File: config.mk
export PLATFORM = sky130hd
export DESIGN_NAME = alu_operand_fwd
export DESIGN_NICKNAME = d
export VERILOG_FILES = /design/src/rtl/alu_fwd_pkg.sv /design/src/rtl/alu_operand_fwd_chan.sv /design/src/rtl/alu_operand_fwd.sv
export SDC_FILE = /design/constraint.sdc
export NUM_CORES = 1
export LEC_CHECK = 0
export CELL_PAD_IN_SITES_DETAIL_PLACEMENT = 1
export CELL_PAD_IN_SITES_GLOBAL_PLACEMENT = 1
export CORE_ASPECT_RATIO = 1.75
export CORE_MARGIN = 4
export CORE_UTILIZATION = 26
export CTS_CLUSTER_SIZE = 16
export DETAILED_ROUTE_END_ITERATION = 12
export PLACE_DENSITY = 0.79
export SETUP_SLACK_MARGIN = 0.05
export SYNTH_ARGS = -nofsm -noshare
export SYNTH_HDL_FRONTEND = slang
export SYNTH_SLANG_ARGS = --single-unit
File: constraint.sdc
create_clock -name clk -period 2.93 [get_ports clk]
set_clock_uncertainty 0.15 [all_clocks]
set_input_delay 0.293 -clock clk [delete_from_list [all_inputs] [get_ports clk]]
set_output_delay 0.293 -clock clk [all_outputs]
set_load 0.01 [all_outputs]
File: src/rtl/alu_fwd_pkg.sv
// Shared types for the EX-stage operand forwarding and load-use hazard block.
package alu_fwd_pkg;

  // ALU operand modes as encoded by the decoder
  typedef enum logic [1:0] {
    MODE_R   = 2'b00,
    MODE_I   = 2'b01,
    MODE_VSH = 2'b10,
    MODE_SH  = 2'b11
  } ex_mode_e;

  // Where a channel's forwarded value came from
  typedef enum logic [1:0] {
    FWD_RF  = 2'd0,
    FWD_MEM = 2'd1,
    FWD_WB  = 2'd2
  } fwd_sel_e;

  // Status bits of the destination trackers; register numbers and data are
  // kept beside them at the parameterised widths of the instantiating block.
  typedef struct packed {
    logic v;
    logic we;
    logic ld;
  } trk_mem_t;

  typedef struct packed {
    logic v;
    logic we;
  } trk_wb_t;

  typedef enum logic {
    RUN = 1'b0,
    LU  = 1'b1
  } state_e;

  // Which of channels {1,0} an operand mode actually reads
  function automatic logic [1:0] chan_use(input ex_mode_e mode);
    logic [1:0] use_mask;
    case (mode)
      MODE_R:   use_mask = 2'b11;
      MODE_I:   use_mask = 2'b01;
      MODE_SH:  use_mask = 2'b10;
      MODE_VSH: use_mask = 2'b11;
      default:  use_mask = 2'b11;
    endcase
    return use_mask;
  endfunction

endpackage

File: src/rtl/alu_operand_fwd_chan.sv
// Per-channel forwarding selector: newest producer wins, and a load still in
// MEM is reported as a hazard instead of being forwarded.
module fwd_chan_sel
  import alu_fwd_pkg::*;
#(
  parameter int XLEN = 32,
  parameter int RA_W = 5
) (
  input  logic [RA_W-1:0] src_num,
  input  logic [XLEN-1:0] src_data,
  input  trk_mem_t        mem_trk,
  input  logic [RA_W-1:0] mem_dst,
  input  logic [XLEN-1:0] mem_data,
  input  trk_wb_t         wb_trk,
  input  logic [RA_W-1:0] wb_dst,
  input  logic [XLEN-1:0] wb_data,
  output logic [XLEN-1:0] value,
  output fwd_sel_e        sel,
  output logic            hazard
);

  logic mem_hit;
  logic wb_hit;

  assign mem_hit = mem_trk.v & mem_trk.we & (mem_dst == src_num);
  assign wb_hit  = wb_trk.v & wb_trk.we & (wb_dst == src_num);

  // Priority select; register zero always reads the regfile value
  always_comb begin
    value  = src_data;
    sel    = FWD_RF;
    hazard = 1'b0;
    if (src_num != '0) begin
      if (mem_hit && !mem_trk.ld) begin
        value = mem_data;
        sel   = FWD_MEM;
      end else if (mem_hit && mem_trk.ld) begin
        hazard = 1'b1;
      end else if (wb_hit) begin
        value = wb_data;
        sel   = FWD_WB;
      end
    end
  end

endmodule

File: src/rtl/alu_operand_fwd.sv
// EX-stage operand forwarding with internal MEM/WB trackers, one-cycle
// load-use stall FSM, saturating stall counter and ALU operand selection.
module alu_operand_fwd
  import alu_fwd_pkg::*;
#(
  parameter int XLEN  = 32,
  parameter int RA_W  = 5,
  parameter int NSRC  = 2,
  parameter int CNT_W = 16
) (
  input  logic                 clk,
  input  logic                 rst_n,
  input  logic                 ex_valid,
  input  logic [NSRC*RA_W-1:0] ex_src_num,
  input  logic [NSRC*XLEN-1:0] ex_src_data,
  input  logic [XLEN-1:0]      ex_imm,
  input  logic [4:0]           ex_shamt,
  input  logic [1:0]           ex_mode,
  input  logic [RA_W-1:0]      ex_dst_num,
  input  logic                 ex_dst_we,
  input  logic                 ex_is_load,
  input  logic [XLEN-1:0]      ex_alu_result,
  input  logic [XLEN-1:0]      wb_write_data,
  input  logic                 hold,
  input  logic                 flush,
  output logic [XLEN-1:0]      op_a,
  output logic [XLEN-1:0]      op_b,
  output logic [NSRC*XLEN-1:0] fwd_data,
  output logic                 lu_stall,
  output logic [CNT_W-1:0]     stall_cnt
);

  trk_mem_t        mem_q, mem_d;
  logic [RA_W-1:0] mem_dst_q, mem_dst_d;
  logic [XLEN-1:0] mem_data_q, mem_data_d;
  trk_wb_t         wb_q, wb_d;
  logic [RA_W-1:0] wb_dst_q, wb_dst_d;
  state_e          state_q, state_d;
  logic [CNT_W-1:0] stall_cnt_q, stall_cnt_d;

  ex_mode_e        mode;
  logic [1:0]      use_mask;
  logic [NSRC-1:0] chan_haz;
  logic [NSRC-1:0] chan_used;
  logic            hazard;
  logic [XLEN-1:0] fwd0;
  logic [XLEN-1:0] fwd1;
  // Per-channel source select, kept for waveform debug of forwarding paths
  fwd_sel_e        chan_sel_unused [NSRC];

  assign mode     = ex_mode_e'(ex_mode);
  assign use_mask = chan_use(mode);

  genvar gi;
  generate
    for (gi = 0; gi < NSRC; gi++) begin : g_chan
      fwd_chan_sel #(
        .XLEN(XLEN),
        .RA_W(RA_W)
      ) u_sel (
        .src_num (ex_src_num[gi*RA_W +: RA_W]),
        .src_data(ex_src_data[gi*XLEN +: XLEN]),
        .mem_trk (mem_q),
        .mem_dst (mem_dst_q),
        .mem_data(mem_data_q),
        .wb_trk  (wb_q),
        .wb_dst  (wb_dst_q),
        .wb_data (wb_write_data),
        .value   (fwd_data[gi*XLEN +: XLEN]),
        .sel     (chan_sel_unused[gi]),
        .hazard  (chan_haz[gi])
      );
      // Only rs/rt feed the ALU; extra channels forward but never stall
      if (gi < 2) begin : g_used
        assign chan_used[gi] = use_mask[gi];
      end else begin : g_fwd_only
        assign chan_used[gi] = 1'b0;
      end
    end
  endgenerate

  assign hazard = ex_valid & |(chan_haz & chan_used);
  assign fwd0   = fwd_data[0 +: XLEN];
  assign fwd1   = fwd_data[XLEN +: XLEN];

  // Stall FSM: a single bubble per load-use; nothing moves while held
  always_comb begin
    state_d  = state_q;
    lu_stall = 1'b0;
    case (state_q)
      RUN: begin
        lu_stall = hazard & ~flush;
        if (hazard && !hold && !flush) state_d = LU;
      end
      LU: begin
        if (!hold) state_d = RUN;
      end
      default: state_d = RUN;
    endcase
  end

  // Tracker advance: MEM takes EX or a bubble, WB takes MEM
  always_comb begin
    mem_d      = mem_q;
    mem_dst_d  = mem_dst_q;
    mem_data_d = mem_data_q;
    wb_d       = wb_q;
    wb_dst_d   = wb_dst_q;
    if (!hold) begin
      wb_d.v   = mem_q.v;
      wb_d.we  = mem_q.we;
      wb_dst_d = mem_dst_q;
      if (ex_valid && !flush && !lu_stall) begin
        mem_d.v    = 1'b1;
        mem_d.we   = ex_dst_we;
        mem_d.ld   = ex_is_load;
        mem_dst_d  = ex_dst_num;
        mem_data_d = ex_alu_result;
      end else begin
        mem_d = '0;
      end
    end
  end

  // Saturating count of stall cycles that actually cost a bubble
  always_comb begin
    stall_cnt_d = stall_cnt_q;
    if (lu_stall && !hold && (stall_cnt_q != '1)) stall_cnt_d = stall_cnt_q + CNT_W'(1);
  end

  // State, trackers and counter registers
  always_ff @(posedge clk or negedge rst_n) begin
    if (!rst_n) begin
      mem_q       <= '0;
      mem_dst_q   <= '0;
      mem_data_q  <= '0;
      wb_q        <= '0;
      wb_dst_q    <= '0;
      state_q     <= RUN;
      stall_cnt_q <= '0;
    end else begin
      mem_q       <= mem_d;
      mem_dst_q   <= mem_dst_d;
      mem_data_q  <= mem_data_d;
      wb_q        <= wb_d;
      wb_dst_q    <= wb_dst_d;
      state_q     <= state_d;
      stall_cnt_q <= stall_cnt_d;
    end
  end

  assign stall_cnt = stall_cnt_q;

  // ALU operand selection by mode; an empty EX slot drives zeros
  always_comb begin
    op_a = '0;
    op_b = '0;
    if (ex_valid) begin
      case (mode)
        MODE_R: begin
          op_a = fwd0;
          op_b = fwd1;
        end
        MODE_I: begin
          op_a = fwd0;
          op_b = ex_imm;
        end
        MODE_SH: begin
          op_a = fwd1;
          op_b = {{(XLEN-5){1'b0}}, ex_shamt};
        end
        MODE_VSH: begin
          op_a = fwd1;
          op_b = {{(XLEN-5){1'b0}}, fwd0[4:0]};
        end
        default: begin
          op_a = '0;
          op_b = '0;
        end
      endcase
    end
  end

endmodule

==> impl_results.md <==
* Via count at 7,034
* Setup TNS at -19.85 ns
* Detailed placer's ending HPWL at 23,900 µm
* Area Growth Syn to Fin at 113%
* Nets at 1,243
* R2r endpoint: mem_data_q[13]
* Async S/R FF share, synth at 1.00
* R2R setup slack at 0.27 ns
* DR WL/cell at 25.1 µm
* CTS Sinks at 64
* Core region area at 20,300 µm²
* Worst Path Arrival at 2.83 ns
* Ys Warns at 0
* Endpoints failing hold at 0
* Avg Cell Area, Syn at 9.04 µm²
* R2r worst-path depth at 10
* Commonest non-fill, non-tap cell in the layout: clkdlybuf4s50_1
* Clock-pin transition on the worst setup and hold timing paths at 0.05 ns
* Startpoint Class: register
* Max-cap violations at 0
* Drc violations at 0
* Num CTS Buffers at 9
* Slew HR at 0.400
* WL final at 33,000 µm
* Post-place setup slack at -0.676 ns
* Peak VDD IR at 0.661 mV
* Reg-to-Reg Start: mem_dst_q[3]
* GRT Total Usage at 0.270
* Top cell type by total area after synthesis: dfrtp_1
* Max FO, Critical Path at 8
* Non-filler cells, final at 1,314
* Hold depth at 3
* RD Place Congestion at 0.883
* CTS root buf: clkbuf_16
* Area of the die at 23,000 µm²
* Pwr dens at 327 nW/µm²
* Final min period at 3.28 ns
* Synth unique cells at 58
* Port Buffers at 333
* CP Data Required Time at 2.49 ns
* Hold EP: mem_q[1]
* Cell Area, Synth at 5350 µm²
* Mapped Cells at 592
* Die X at 116 µm
* Design area at 11,400 µm²
* Starting Density at 0.264
* Period Utilization, post-route at 1.12
* Die Height at 198 µm
* Top FF cell, synth: dfrtp_1
* Post-synth EDFFs at 0
* WS Path Type: register to primary output
* Flops & latches, synth at 64
* Routed vias/inst at 5.35
* Outcome: finished, violations left
* Hold Crit Class: primary input to register
* Initial DRC Count at 298
* Failing checks: negative setup slack
* GR Overflow Total at 0
* Clock Path Buffers at 2
* Worst Slack Setup Final at -0.345 ns
* Max-slew violation count at 0
* Top-area cell type share of the netlist area at 0.299
* Commonest non-fill, non-tap cells in the layout: clkdlybuf4s50_1 (193), buf_4 (94), buf_6 (81), buf_2 (62), dfrtp_1 (59)
* Final setup viols at 117
* I/O pins at 334
* Lkg Pwr at 4.87 nW
* Post-synthesis sequential area ratio at 0.299
* Fmax at 305 MHz
* Final hold slack at 0.353 ns
* Vias in the first global route at 7,719
* CTS tree: built
* Share of cells above drive strength 1 at 0.457
* Synth Net Count at 782
* Placed insts at 1,239
* First-pass GRT wire length at 46,900 µm
* Hold path start: ex_dst_we
* Placed cell area at 9790 µm²
* Router iterations before antenna repair at 4
* Cell Rows at 69
* Worst-Margin Slew at 0.900 ns
* Largest net degree at the start of global routing at 65
* Max H-tree Level at 3
* CP endpoint kind: primary output
* Post-route ant nets at 0
* Initial antenna violation count at 7
* Top cells by area, synth: dfrtp_1 (30%), mux2_2 (9.3%), xnor2_1 (4.3%)
* RSZ-0062 raised after global routing: yes
* Clock latency on the worst-skew pair at 0.35 ns
-- through the flow --
stage,total power [mW],util
floorplan,1.55,-
global placement,2.28,0.482
detailed placement,2.32,0.482
CTS,3.62,0.536
global route,3.89,0.563
finish,3.73,0.563
-- what timing repair did --
action                                  4_1_cts  5_1_grt
setup buffers                                46       13
hold endpoints to repair                     64        0
hold buffers                                  1        0
gates resized for setup                     577      176
cloned                                        2        0
pin swaps                                    44       54
endpoints found under the setup margin      129      129
-- cell families after synthesis --
| group | count (synthesis) | synth area share |
|---|---|---|
| AO/OA/AOI/OAI | 175 | 0.279 |
| XOR/XNOR | 36 | 0.0589 |
| adder cells (fa/ha/maj) | 1 | 0.00234 |
| buffers and inverters | 88 | 0.0723 |
| flip-flops | 64 | 0.299 |
| multiplexers | 50 | 0.104 |
| AND/OR/NAND/NOR | 178 | 0.184 |
-- critical path: stages, from the launching register on --
cell and delay (ns):
dfrtp_1 0.42, xor2_2 0.18, nor4_2 0.28, buf_4 0.16
o211ai_1 0.08, buf_4 0.16, a21o_4 0.25, buf_12 0.15
a221o_1 0.35, buf_6 0.15, a22o_1 0.18, buf_2 0.14
-- state kept, by name (all words and copies together) (netlist names) --
signal / count
mem_data_q: 32
stall_cnt: 16
mem_dst_q: 5
wb_dst_q: 5
mem_q: 3
wb_q: 2
state_q: 1
-- synth_stat cells, drive strengths merged, types with 4 or more instances --
cell     count
o32a         4
nand2b      17
o31a         4
a221o       15
o2bb2ai      7
nor3         6
o221ai      15
o221a       19
o22ai        9
o21a        18
a22o        15
nor2        29
nor4         5
mux2        46
o211ai       5
o21ai       21
nand2       24
or2         21
and2        14
a221oi       4
a21oi       22
nand3       26
inv         44
mux2i        4
dfrtp       64
and3         9
xor2        10
o32ai        8
or3          6
clkbuf      27
buf         17
xnor2       26
nand4       15
-- layout make-up --
cell class / count / area (µm²)
diodes: 8 / 20.0
clock buffers: 10 / 239
clock inverters: 6 / 91.3
fillers: 2243 / 8870
inverters: 44 / 165
multi-input cells: 440 / 4260
flip-flops and latches: 64 / 1610
well taps: 248 / 310
repair buffers: 494 / 4730
-- layer usage --
| metal | GRT usage | up-vias | part of all wire |
|---|---|---|---|
| met3 | 0.0385 | 100 | 0.047 |
| met5 | 0 | - | 0 |
| met1 | 0.293 | 3487 | 0.35 |
| li1 | - | 3153 | - |
| met2 | 0.494 | 294 | 0.55 |
| met4 | 0.142 | 0 | 0.051 |
-- where the power goes --
group          internal (mW)  total, mW  switching, mW
logic                  0.796       1.37          0.572
registers               1.01       1.15          0.143
clock network          0.771       1.21          0.442
-- worst max path at each step --
stage	startpoint	to	slack, ns	cells after the start
after floorplan	mem_dst_q[4]	op_a[15]	0.35	9
after global placement	ex_src_num[0]	op_b[2]	-0.64	9
after detailed placement	ex_src_num[4]	op_b[1]	-0.68	10
after CTS	wb_dst_q[1]	op_a[8]	-0.28	10
after global routing	wb_dst_q[0]	op_a[8]	-0.45	11
final	wb_dst_q[0]	op_a[8]	-0.35	11
(Power assumes the default switching activity.)
